### src/rtl/tl45_pkg.sv
// Shared TL45 pipeline definitions: field widths, opcodes, the operand-fetch
// output payload and the operand forwarding resolver.
package tl45_pkg;

    localparam int unsigned REG_W    = 4;
    localparam int unsigned DATA_W   = 32;
    localparam int unsigned OPC_W    = 5;
    localparam int unsigned COND_W   = 4;
    localparam int unsigned NUM_REGS = 16;

    typedef logic [REG_W-1:0]  reg_idx_t;
    typedef logic [DATA_W-1:0] word_t;
    typedef logic [OPC_W-1:0]  opcode_t;
    typedef logic [COND_W-1:0] cond_t;

    localparam opcode_t OP_NOP = 5'h00;
    localparam opcode_t OP_ADD = 5'h01;
    localparam opcode_t OP_SUB = 5'h02;
    localparam opcode_t OP_AND = 5'h03;
    localparam opcode_t OP_OR  = 5'h04;
    localparam opcode_t OP_XOR = 5'h05;
    localparam opcode_t OP_JMP = 5'h0C;
    localparam opcode_t OP_LW  = 5'h14;
    localparam opcode_t OP_SW  = 5'h15;

    typedef struct packed {
        opcode_t  opcode;
        reg_idx_t dr;
        cond_t    jmp_cond;
        word_t    sr1_val;
        word_t    sr2_val;
        word_t    target_offset;
        word_t    pc;
    } of_out_t;

    // Youngest producer wins: ALU forward, then memory forward, then writeback.
    function automatic word_t resolve_operand(
        input reg_idx_t idx,
        input reg_idx_t of1_reg, input word_t of1_val,
        input reg_idx_t of2_reg, input word_t of2_val,
        input reg_idx_t wb_reg,  input word_t wb_val,
        input word_t    rf_val
    );
        word_t val;
        if (idx == '0)               val = '0;
        else if (idx == of1_reg)     val = of1_val;
        else if (idx == of2_reg)     val = of2_val;
        else if (idx == wb_reg)      val = wb_val;
        else                         val = rf_val;
        return val;
    endfunction

endpackage

### src/rtl/tl45_operand_fetch_if.sv
// Operand-fetch stage bus: decoded instruction, forwards, writeback,
// pipeline control and the registered ALU-side outputs.
interface tl45_operand_fetch_if;
    import tl45_pkg::*;

    opcode_t  i_opcode;
    reg_idx_t i_dr;
    reg_idx_t i_sr1;
    reg_idx_t i_sr2;
    word_t    i_imm;
    logic     i_imm_sel;
    cond_t    i_jmp_cond;
    word_t    i_pc;

    logic     i_pipe_stall;
    logic     i_pipe_flush;
    logic     o_pipe_stall;
    logic     o_pipe_flush;

    reg_idx_t i_of1_reg;
    word_t    i_of1_val;
    reg_idx_t i_of2_reg;
    word_t    i_of2_val;
    reg_idx_t i_wb_reg;
    word_t    i_wb_val;

    opcode_t  o_opcode;
    reg_idx_t o_dr;
    cond_t    o_jmp_cond;
    word_t    o_sr1_val;
    word_t    o_sr2_val;
    word_t    o_target_offset;
    word_t    o_pc;

    modport master (
        output i_opcode, i_dr, i_sr1, i_sr2, i_imm, i_imm_sel, i_jmp_cond, i_pc,
        output i_pipe_stall, i_pipe_flush,
        output i_of1_reg, i_of1_val, i_of2_reg, i_of2_val, i_wb_reg, i_wb_val,
        input  o_pipe_stall, o_pipe_flush,
        input  o_opcode, o_dr, o_jmp_cond, o_sr1_val, o_sr2_val, o_target_offset, o_pc
    );

    modport slave (
        input  i_opcode, i_dr, i_sr1, i_sr2, i_imm, i_imm_sel, i_jmp_cond, i_pc,
        input  i_pipe_stall, i_pipe_flush,
        input  i_of1_reg, i_of1_val, i_of2_reg, i_of2_val, i_wb_reg, i_wb_val,
        output o_pipe_stall, o_pipe_flush,
        output o_opcode, o_dr, o_jmp_cond, o_sr1_val, o_sr2_val, o_target_offset, o_pc
    );

endinterface

### src/rtl/tl45_regfile.sv
// 16 x 32 architectural register file: two combinational reads, one
// synchronous write, asynchronous clear. r0 is never written and reads 0.
module tl45_regfile
    import tl45_pkg::*;
(
    input  logic     i_clk,
    input  logic     i_reset,
    input  reg_idx_t i_ra1,
    input  reg_idx_t i_ra2,
    output word_t    o_rd1,
    output word_t    o_rd2,
    input  reg_idx_t i_wr_reg,
    input  word_t    i_wr_val
);

    word_t regs_q [NUM_REGS];
    word_t regs_d [NUM_REGS];

    always_comb begin
        regs_d = regs_q;
        if (i_wr_reg != '0) regs_d[i_wr_reg] = i_wr_val;
    end

    always_ff @(posedge i_clk or posedge i_reset) begin
        if (i_reset) regs_q <= '{default: '0};
        else         regs_q <= regs_d;
    end

    assign o_rd1 = (i_ra1 == '0) ? '0 : regs_q[i_ra1];
    assign o_rd2 = (i_ra2 == '0) ? '0 : regs_q[i_ra2];

endmodule

### src/rtl/tl45_operand_fetch.sv
// TL45 operand-fetch stage: reads/forwards source operands, detects load-use
// hazards and registers the resolved instruction for the ALU stage.
module tl45_operand_fetch
    import tl45_pkg::*;
(
    input  logic                  i_clk,
    input  logic                  i_reset,
    tl45_operand_fetch_if.slave   bus
);

    word_t   rf_rd1;
    word_t   rf_rd2;
    word_t   sr1_val_c;
    word_t   sr2_val_c;
    logic    load_use_c;
    of_out_t capture_c;
    of_out_t out_d;
    of_out_t out_q;

    tl45_regfile u_regfile (
        .i_clk    (i_clk),
        .i_reset  (i_reset),
        .i_ra1    (bus.i_sr1),
        .i_ra2    (bus.i_sr2),
        .o_rd1    (rf_rd1),
        .o_rd2    (rf_rd2),
        .i_wr_reg (bus.i_wb_reg),
        .i_wr_val (bus.i_wb_val)
    );

    // Operand resolution; sr2 is replaced by the immediate when selected.
    always_comb begin
        sr1_val_c = resolve_operand(bus.i_sr1, bus.i_of1_reg, bus.i_of1_val,
                                    bus.i_of2_reg, bus.i_of2_val,
                                    bus.i_wb_reg, bus.i_wb_val, rf_rd1);
        sr2_val_c = bus.i_imm_sel ? bus.i_imm
                  : resolve_operand(bus.i_sr2, bus.i_of1_reg, bus.i_of1_val,
                                    bus.i_of2_reg, bus.i_of2_val,
                                    bus.i_wb_reg, bus.i_wb_val, rf_rd2);
    end

    // A load in the ALU stage cannot forward until it reaches memory.
    always_comb begin
        load_use_c = 1'b0;
        if ((out_q.opcode == OP_LW) && (out_q.dr != '0) && (bus.i_opcode != OP_NOP)) begin
            load_use_c = (out_q.dr == bus.i_sr1) ||
                         (!bus.i_imm_sel && (out_q.dr == bus.i_sr2));
        end
    end

    always_comb begin
        capture_c               = '0;
        capture_c.opcode        = bus.i_opcode;
        capture_c.dr            = bus.i_dr;
        capture_c.jmp_cond      = bus.i_jmp_cond;
        capture_c.sr1_val       = sr1_val_c;
        capture_c.sr2_val       = sr2_val_c;
        capture_c.target_offset = bus.i_imm;
        capture_c.pc            = bus.i_pc;
    end

    // Flush beats stall; a load-use hazard inserts a bubble.
    always_comb begin
        out_d = out_q;
        if (bus.i_pipe_flush)      out_d = '0;
        else if (bus.i_pipe_stall) out_d = out_q;
        else if (load_use_c)       out_d = '0;
        else                       out_d = capture_c;
    end

    always_ff @(posedge i_clk or posedge i_reset) begin
        if (i_reset) out_q <= '0;
        else         out_q <= out_d;
    end

    assign bus.o_pipe_flush    = bus.i_pipe_flush;
    assign bus.o_pipe_stall    = bus.i_pipe_stall | load_use_c;
    assign bus.o_opcode        = out_q.opcode;
    assign bus.o_dr            = out_q.dr;
    assign bus.o_jmp_cond      = out_q.jmp_cond;
    assign bus.o_sr1_val       = out_q.sr1_val;
    assign bus.o_sr2_val       = out_q.sr2_val;
    assign bus.o_target_offset = out_q.target_offset;
    assign bus.o_pc            = out_q.pc;

endmodule

### src/flat_wrapper.sv
// flat-port wrapper written by rule: the top's interface ports become plain ports
module tl45_operand_fetch_flat import tl45_pkg::*;
  (i_clk, i_reset, bus_i_opcode, bus_i_dr, bus_i_sr1, bus_i_sr2, bus_i_imm, bus_i_imm_sel, bus_i_jmp_cond, bus_i_pc, bus_i_pipe_stall, bus_i_pipe_flush, bus_i_of1_reg, bus_i_of1_val, bus_i_of2_reg, bus_i_of2_val, bus_i_wb_reg, bus_i_wb_val, bus_o_pipe_stall, bus_o_pipe_flush, bus_o_opcode, bus_o_dr, bus_o_jmp_cond, bus_o_sr1_val, bus_o_sr2_val, bus_o_target_offset, bus_o_pc);
  tl45_operand_fetch_if bus_i ();
  input  logic i_clk;
  input  logic i_reset;
  input wire logic [$bits(bus_i.i_opcode)-1:0] bus_i_opcode;
  input wire logic [$bits(bus_i.i_dr)-1:0] bus_i_dr;
  input wire logic [$bits(bus_i.i_sr1)-1:0] bus_i_sr1;
  input wire logic [$bits(bus_i.i_sr2)-1:0] bus_i_sr2;
  input wire logic [$bits(bus_i.i_imm)-1:0] bus_i_imm;
  input wire logic [$bits(bus_i.i_imm_sel)-1:0] bus_i_imm_sel;
  input wire logic [$bits(bus_i.i_jmp_cond)-1:0] bus_i_jmp_cond;
  input wire logic [$bits(bus_i.i_pc)-1:0] bus_i_pc;
  input wire logic [$bits(bus_i.i_pipe_stall)-1:0] bus_i_pipe_stall;
  input wire logic [$bits(bus_i.i_pipe_flush)-1:0] bus_i_pipe_flush;
  input wire logic [$bits(bus_i.i_of1_reg)-1:0] bus_i_of1_reg;
  input wire logic [$bits(bus_i.i_of1_val)-1:0] bus_i_of1_val;
  input wire logic [$bits(bus_i.i_of2_reg)-1:0] bus_i_of2_reg;
  input wire logic [$bits(bus_i.i_of2_val)-1:0] bus_i_of2_val;
  input wire logic [$bits(bus_i.i_wb_reg)-1:0] bus_i_wb_reg;
  input wire logic [$bits(bus_i.i_wb_val)-1:0] bus_i_wb_val;
  output wire logic [$bits(bus_i.o_pipe_stall)-1:0] bus_o_pipe_stall;
  output wire logic [$bits(bus_i.o_pipe_flush)-1:0] bus_o_pipe_flush;
  output wire logic [$bits(bus_i.o_opcode)-1:0] bus_o_opcode;
  output wire logic [$bits(bus_i.o_dr)-1:0] bus_o_dr;
  output wire logic [$bits(bus_i.o_jmp_cond)-1:0] bus_o_jmp_cond;
  output wire logic [$bits(bus_i.o_sr1_val)-1:0] bus_o_sr1_val;
  output wire logic [$bits(bus_i.o_sr2_val)-1:0] bus_o_sr2_val;
  output wire logic [$bits(bus_i.o_target_offset)-1:0] bus_o_target_offset;
  output wire logic [$bits(bus_i.o_pc)-1:0] bus_o_pc;
  assign bus_i.i_opcode = bus_i_opcode;
  assign bus_i.i_dr = bus_i_dr;
  assign bus_i.i_sr1 = bus_i_sr1;
  assign bus_i.i_sr2 = bus_i_sr2;
  assign bus_i.i_imm = bus_i_imm;
  assign bus_i.i_imm_sel = bus_i_imm_sel;
  assign bus_i.i_jmp_cond = bus_i_jmp_cond;
  assign bus_i.i_pc = bus_i_pc;
  assign bus_i.i_pipe_stall = bus_i_pipe_stall;
  assign bus_i.i_pipe_flush = bus_i_pipe_flush;
  assign bus_i.i_of1_reg = bus_i_of1_reg;
  assign bus_i.i_of1_val = bus_i_of1_val;
  assign bus_i.i_of2_reg = bus_i_of2_reg;
  assign bus_i.i_of2_val = bus_i_of2_val;
  assign bus_i.i_wb_reg = bus_i_wb_reg;
  assign bus_i.i_wb_val = bus_i_wb_val;
  assign bus_o_pipe_stall = bus_i.o_pipe_stall;
  assign bus_o_pipe_flush = bus_i.o_pipe_flush;
  assign bus_o_opcode = bus_i.o_opcode;
  assign bus_o_dr = bus_i.o_dr;
  assign bus_o_jmp_cond = bus_i.o_jmp_cond;
  assign bus_o_sr1_val = bus_i.o_sr1_val;
  assign bus_o_sr2_val = bus_i.o_sr2_val;
  assign bus_o_target_offset = bus_i.o_target_offset;
  assign bus_o_pc = bus_i.o_pc;
  tl45_operand_fetch u_core (.i_clk(i_clk), .i_reset(i_reset), .bus(bus_i));
endmodule
### config.mk
export PLATFORM = sky130hd
export DESIGN_NAME = tl45_operand_fetch_flat
export DESIGN_NICKNAME = d
export VERILOG_FILES = /design/src/rtl/tl45_pkg.sv /design/src/rtl/tl45_operand_fetch_if.sv /design/src/rtl/tl45_regfile.sv /design/src/rtl/tl45_operand_fetch.sv /design/src/flat_wrapper.sv
export SDC_FILE = /design/constraint.sdc
export NUM_CORES = 1
export LEC_CHECK = 0
export CAP_MARGIN = 20
export CORE_MARGIN = 1
export CORE_UTILIZATION = 25
export CTS_CLUSTER_SIZE = 8
export DETAILED_ROUTE_END_ITERATION = 12
export GPL_TIMING_DRIVEN = 0
export PLACE_DENSITY_LB_ADDON = 0.3
export SETUP_SLACK_MARGIN = 0.2
export SKIP_LAST_GASP = 1
export SYNTH_ARGS = -nofsm -noshare
export SYNTH_HDL_FRONTEND = slang
export SYNTH_SLANG_ARGS = --single-unit
### constraint.sdc
create_clock -name i_clk -period 34.9 [get_ports i_clk]
set_clock_uncertainty 0.2 [all_clocks]
set_input_delay 6.98 -clock i_clk [delete_from_list [all_inputs] [get_ports i_clk]]
set_output_delay 6.98 -clock i_clk [all_outputs]
set_load 0.005 [all_outputs]
==> results by group <==
Run status
  • Status: finished, final reports clean

Timing
  • Minimum clock period: 16.54 ns
  • Final Slew Violations: 0
  • Worst-Margin Slew: 1.34 ns
  • Final WS setup: 18.36 ns
  • Fin Setup TNS: 0 ns
  • Relative slew slack: 0.108
  • Hold Vio Cnt, Final: 0
  • RSZ-0062 raised after global routing: false
  • Period utilization: 0.474
  • F_max: 60.4 MHz
  • Final number of setup-violating endpoints: 0
  • Hold Slack: 0.295 ns

Logic synthesis
  • Largest area contributor in the netlist: dfrtp_1
  • Top post-synthesis cells by count: dfrtp_1, mux2_2, nand2_1
  • FFs w/ async S/R, synth: 1.00
  • Top-area cell type share of the netlist area: 0.474
  • Most instantiated library cell after synthesis: dfrtp_1
  • Post-Syn Area: 0.0328 mm²
  • Synth area leaders: dfrtp_1, mux2_2, mux4_2
  • Warnings, synthesis: 0
  • Top_reg_cell synth: dfrtp_1
  • Yosys reg bits: 621
  • Synth cell types: 48
  • Avg Inst Size Synth: 12.2 µm²
  • Sequential share of the synthesized area: 0.474
  • Cells after synthesis: 2682
  • Mapped Nets: 2880
  • EDFF count, synth: 0

Routing
  • Initial DRC count: 2842
  • Drt drc: 0
  • ANT nets after route: 0
  • Drt total wl: 150 mm
  • Pre-antenna DRT Iters: 5
  • Vias: 26800
  • Vias/cell: 5.50
  • Drt wl/cell: 30.8 µm

GRT
  • Tot GR Track Use: 0.223
  • Vias in the first global route: 27100
  • Largest net degree at the start of global routing: 119
  • Initial antenna violation count: 15
  • Global-route wire length before repair: 209 mm
  • Grt ovf: 0

CTS
  • CTS Hold Bufs: 0
  • Post-CTS setup buffer count: 0
  • CTS tree: done
  • CTS buffer count: 87
  • H-tree depth: 3
  • Root buf cell: clkbuf_16
  • Clk_lat worst skew: 0.66 ns
  • Longest Clk Path Bufs: 3
  • CTS Sinks: 621
  • Post_cts resized: 0
  • Clock Pin Slew Worst Setup and Hold Paths: 0.05 ns

Setup path
  • Worst Path Buf+Inv: 3
  • Critical-path maximum fanout: 10
  • Register-to-Register Setup Slack: 30.99 ns
  • Crit-path cells: clkdlybuf4s50_1, buf_4, xor2_1, o31a_1, o21bai_1, clkdlybuf4s50_1
  • Worst setup SP type: input pin
  • CP dominant cell by count: clkdlybuf4s50_1
  • Critical path arrival: 9.36 ns
  • Worst Path Required: 27.72 ns
  • Worst setup EP type: output port
  • Critical path's slowest cell: clkdlybuf4s50_1
  • Crit Path Class: in -> out
  • CP delay by family, top: buffers and inverters
  • Crit path largest cell delay: 0.67 ns

Placed design
  • Dpl cells: 4767
  • Pre-CTS setup slack: 18.43 ns
  • Routability cong.: 0.886
  • PortBufs: 330
  • HPWL Detailed: 106 mm

Layout
  • Area Overhead vs Synth: 25.0%
  • Non-Filler Instances: 4876
  • Layout cells sized above 1: 0.254
  • NumNets Final: 3320

Power and ir drop
  • Power per Cell Area: 54.9 mW/mm²
  • P_leak: 16.5 nW
  • Peak VDD IR: 0.0000330 V

Floorplan
  • Core area: 0.130 mm²
  • Std cell rows: 132
  • Initial core utilization: 0.253
  • Die X-Extent: 364 µm
  • Ports: 341
  • DIE AREA: 0.133 mm²
  • Die Height: 364 µm

Worst hold path
  • Tightest Hold Check Type: reg -> reg

Job
  • Max-cap violations: 0
==> per-stage QoR <==
stage	util	cell area, µm²	power, mW
floorplan	-	32800	1.26
global placement	0.295	38300	1.46
detailed placement	0.297	38600	1.47
CTS	0.315	40900	2.25
global route	0.316	41000	2.33
finish	0.316	41000	2.25
==> routing by layer <==
metal	track usage	up-vias	routed length, µm	share of wire
met4	0.0829	22	5200	0.035
met2	0.356	1582	69600	0.46
met3	0.0762	322	16400	0.11
met1	0.276	13900	59000	0.39
li1	-	10900	-	-
met5	0	-	127	0.00084
==> state kept, by name (all words and copies together), names as in the netlist <==
signal	count
u_core.bus.o_sr1_val	32
u_core.bus.o_target_offset	32
u_core.bus.o_opcode	5
u_core.bus.o_sr2_val	32
u_core.bus.o_pc	32
u_core.bus.o_jmp_cond	4
u_core.u_regfile.regs_q	480
u_core.bus.o_dr	4
==> cell families (layout without fill, tap and decap cells) <==
kind of cell | Yosys count | count (layout) | share of synthesized area
AO/OA/AOI/OAI | 623 | 623 | 0.133
XOR/XNOR | 32 | 32 | 0.00854
buffers and inverters | 337 | 784 | 0.0443
flip-flops | 621 | 621 | 0.474
multiplexers | 619 | 619 | 0.278
other | 0 | 5 | 0
AND/OR/NAND/NOR | 450 | 450 | 0.0622
==> worst min-delay path: cells and delay by family, from the launching register on <==
kind               cells  cell delay (ns)
DFF                    1             0.35
AOI/OAI and AO/OA      1             0.06
and+or+nand+nor        1             0.05
==> path summary, 6_finish.rpt <==
kind,start,end,cells past startpoint
setup reg to reg,u_core.bus.o_dr[2],u_core.bus.o_sr1_val[12],7
hold reg to reg,u_core.u_regfile.regs_q[256],u_core.u_regfile.regs_q[256],2
hold / removal,u_core.u_regfile.regs_q[256],u_core.u_regfile.regs_q[256],2
max in group asynchronous,i_reset,u_core.u_regfile.regs_q[74],6
min in group asynchronous,i_reset,u_core.bus.o_pc[0],2
setup / recovery,bus_i_sr2[0],bus_o_pipe_stall,6
==> final cells by class <==
cell class | instances | area, µm²
multi-input cells | 1724 | 15800
flip-flops and latches | 621 | 15500
clock inverters | 3 | 26.3
fillers | 13300 | 88800
clock buffers | 93 | 2290
inverters | 63 | 244
repair buffers | 351 | 3690
diodes | 5 | 12.5
well taps | 1742 | 2180
plain buffers | 274 | 1220
==> cell usage in the layout (no fill, tap or decap), types with 57 or more instances in the layout <==
| cell type | n |
|---|---|
| o21ai_0 | 184 |
| mux2_2 | 389 |
| clkbuf_1 | 187 |
| nor2b_1 | 65 |
| a22o_1 | 108 |
| a221oi_1 | 76 |
| a21oi_1 | 100 |
| nand2_1 | 257 |
| clkdlybuf4s50_1 | 330 |
| buf_2 | 57 |
| clkbuf_16 | 91 |
| inv_1 | 62 |
| mux4_2 | 194 |
| dfrtp_1 | 621 |
==> power by group <==
group / internal, mW / total (mW) / leakage [nW] / switching, mW
registers: 0.851 / 0.950 / 7.74 / 0.0991
logic: 0.276 / 0.518 / 7.58 / 0.242
clock network: 0.457 / 0.783 / 1.14 / 0.326
total: 1.58 / 2.25 / 16.5 / 0.667
Note: power is estimated with default switching activity, not from simulation.
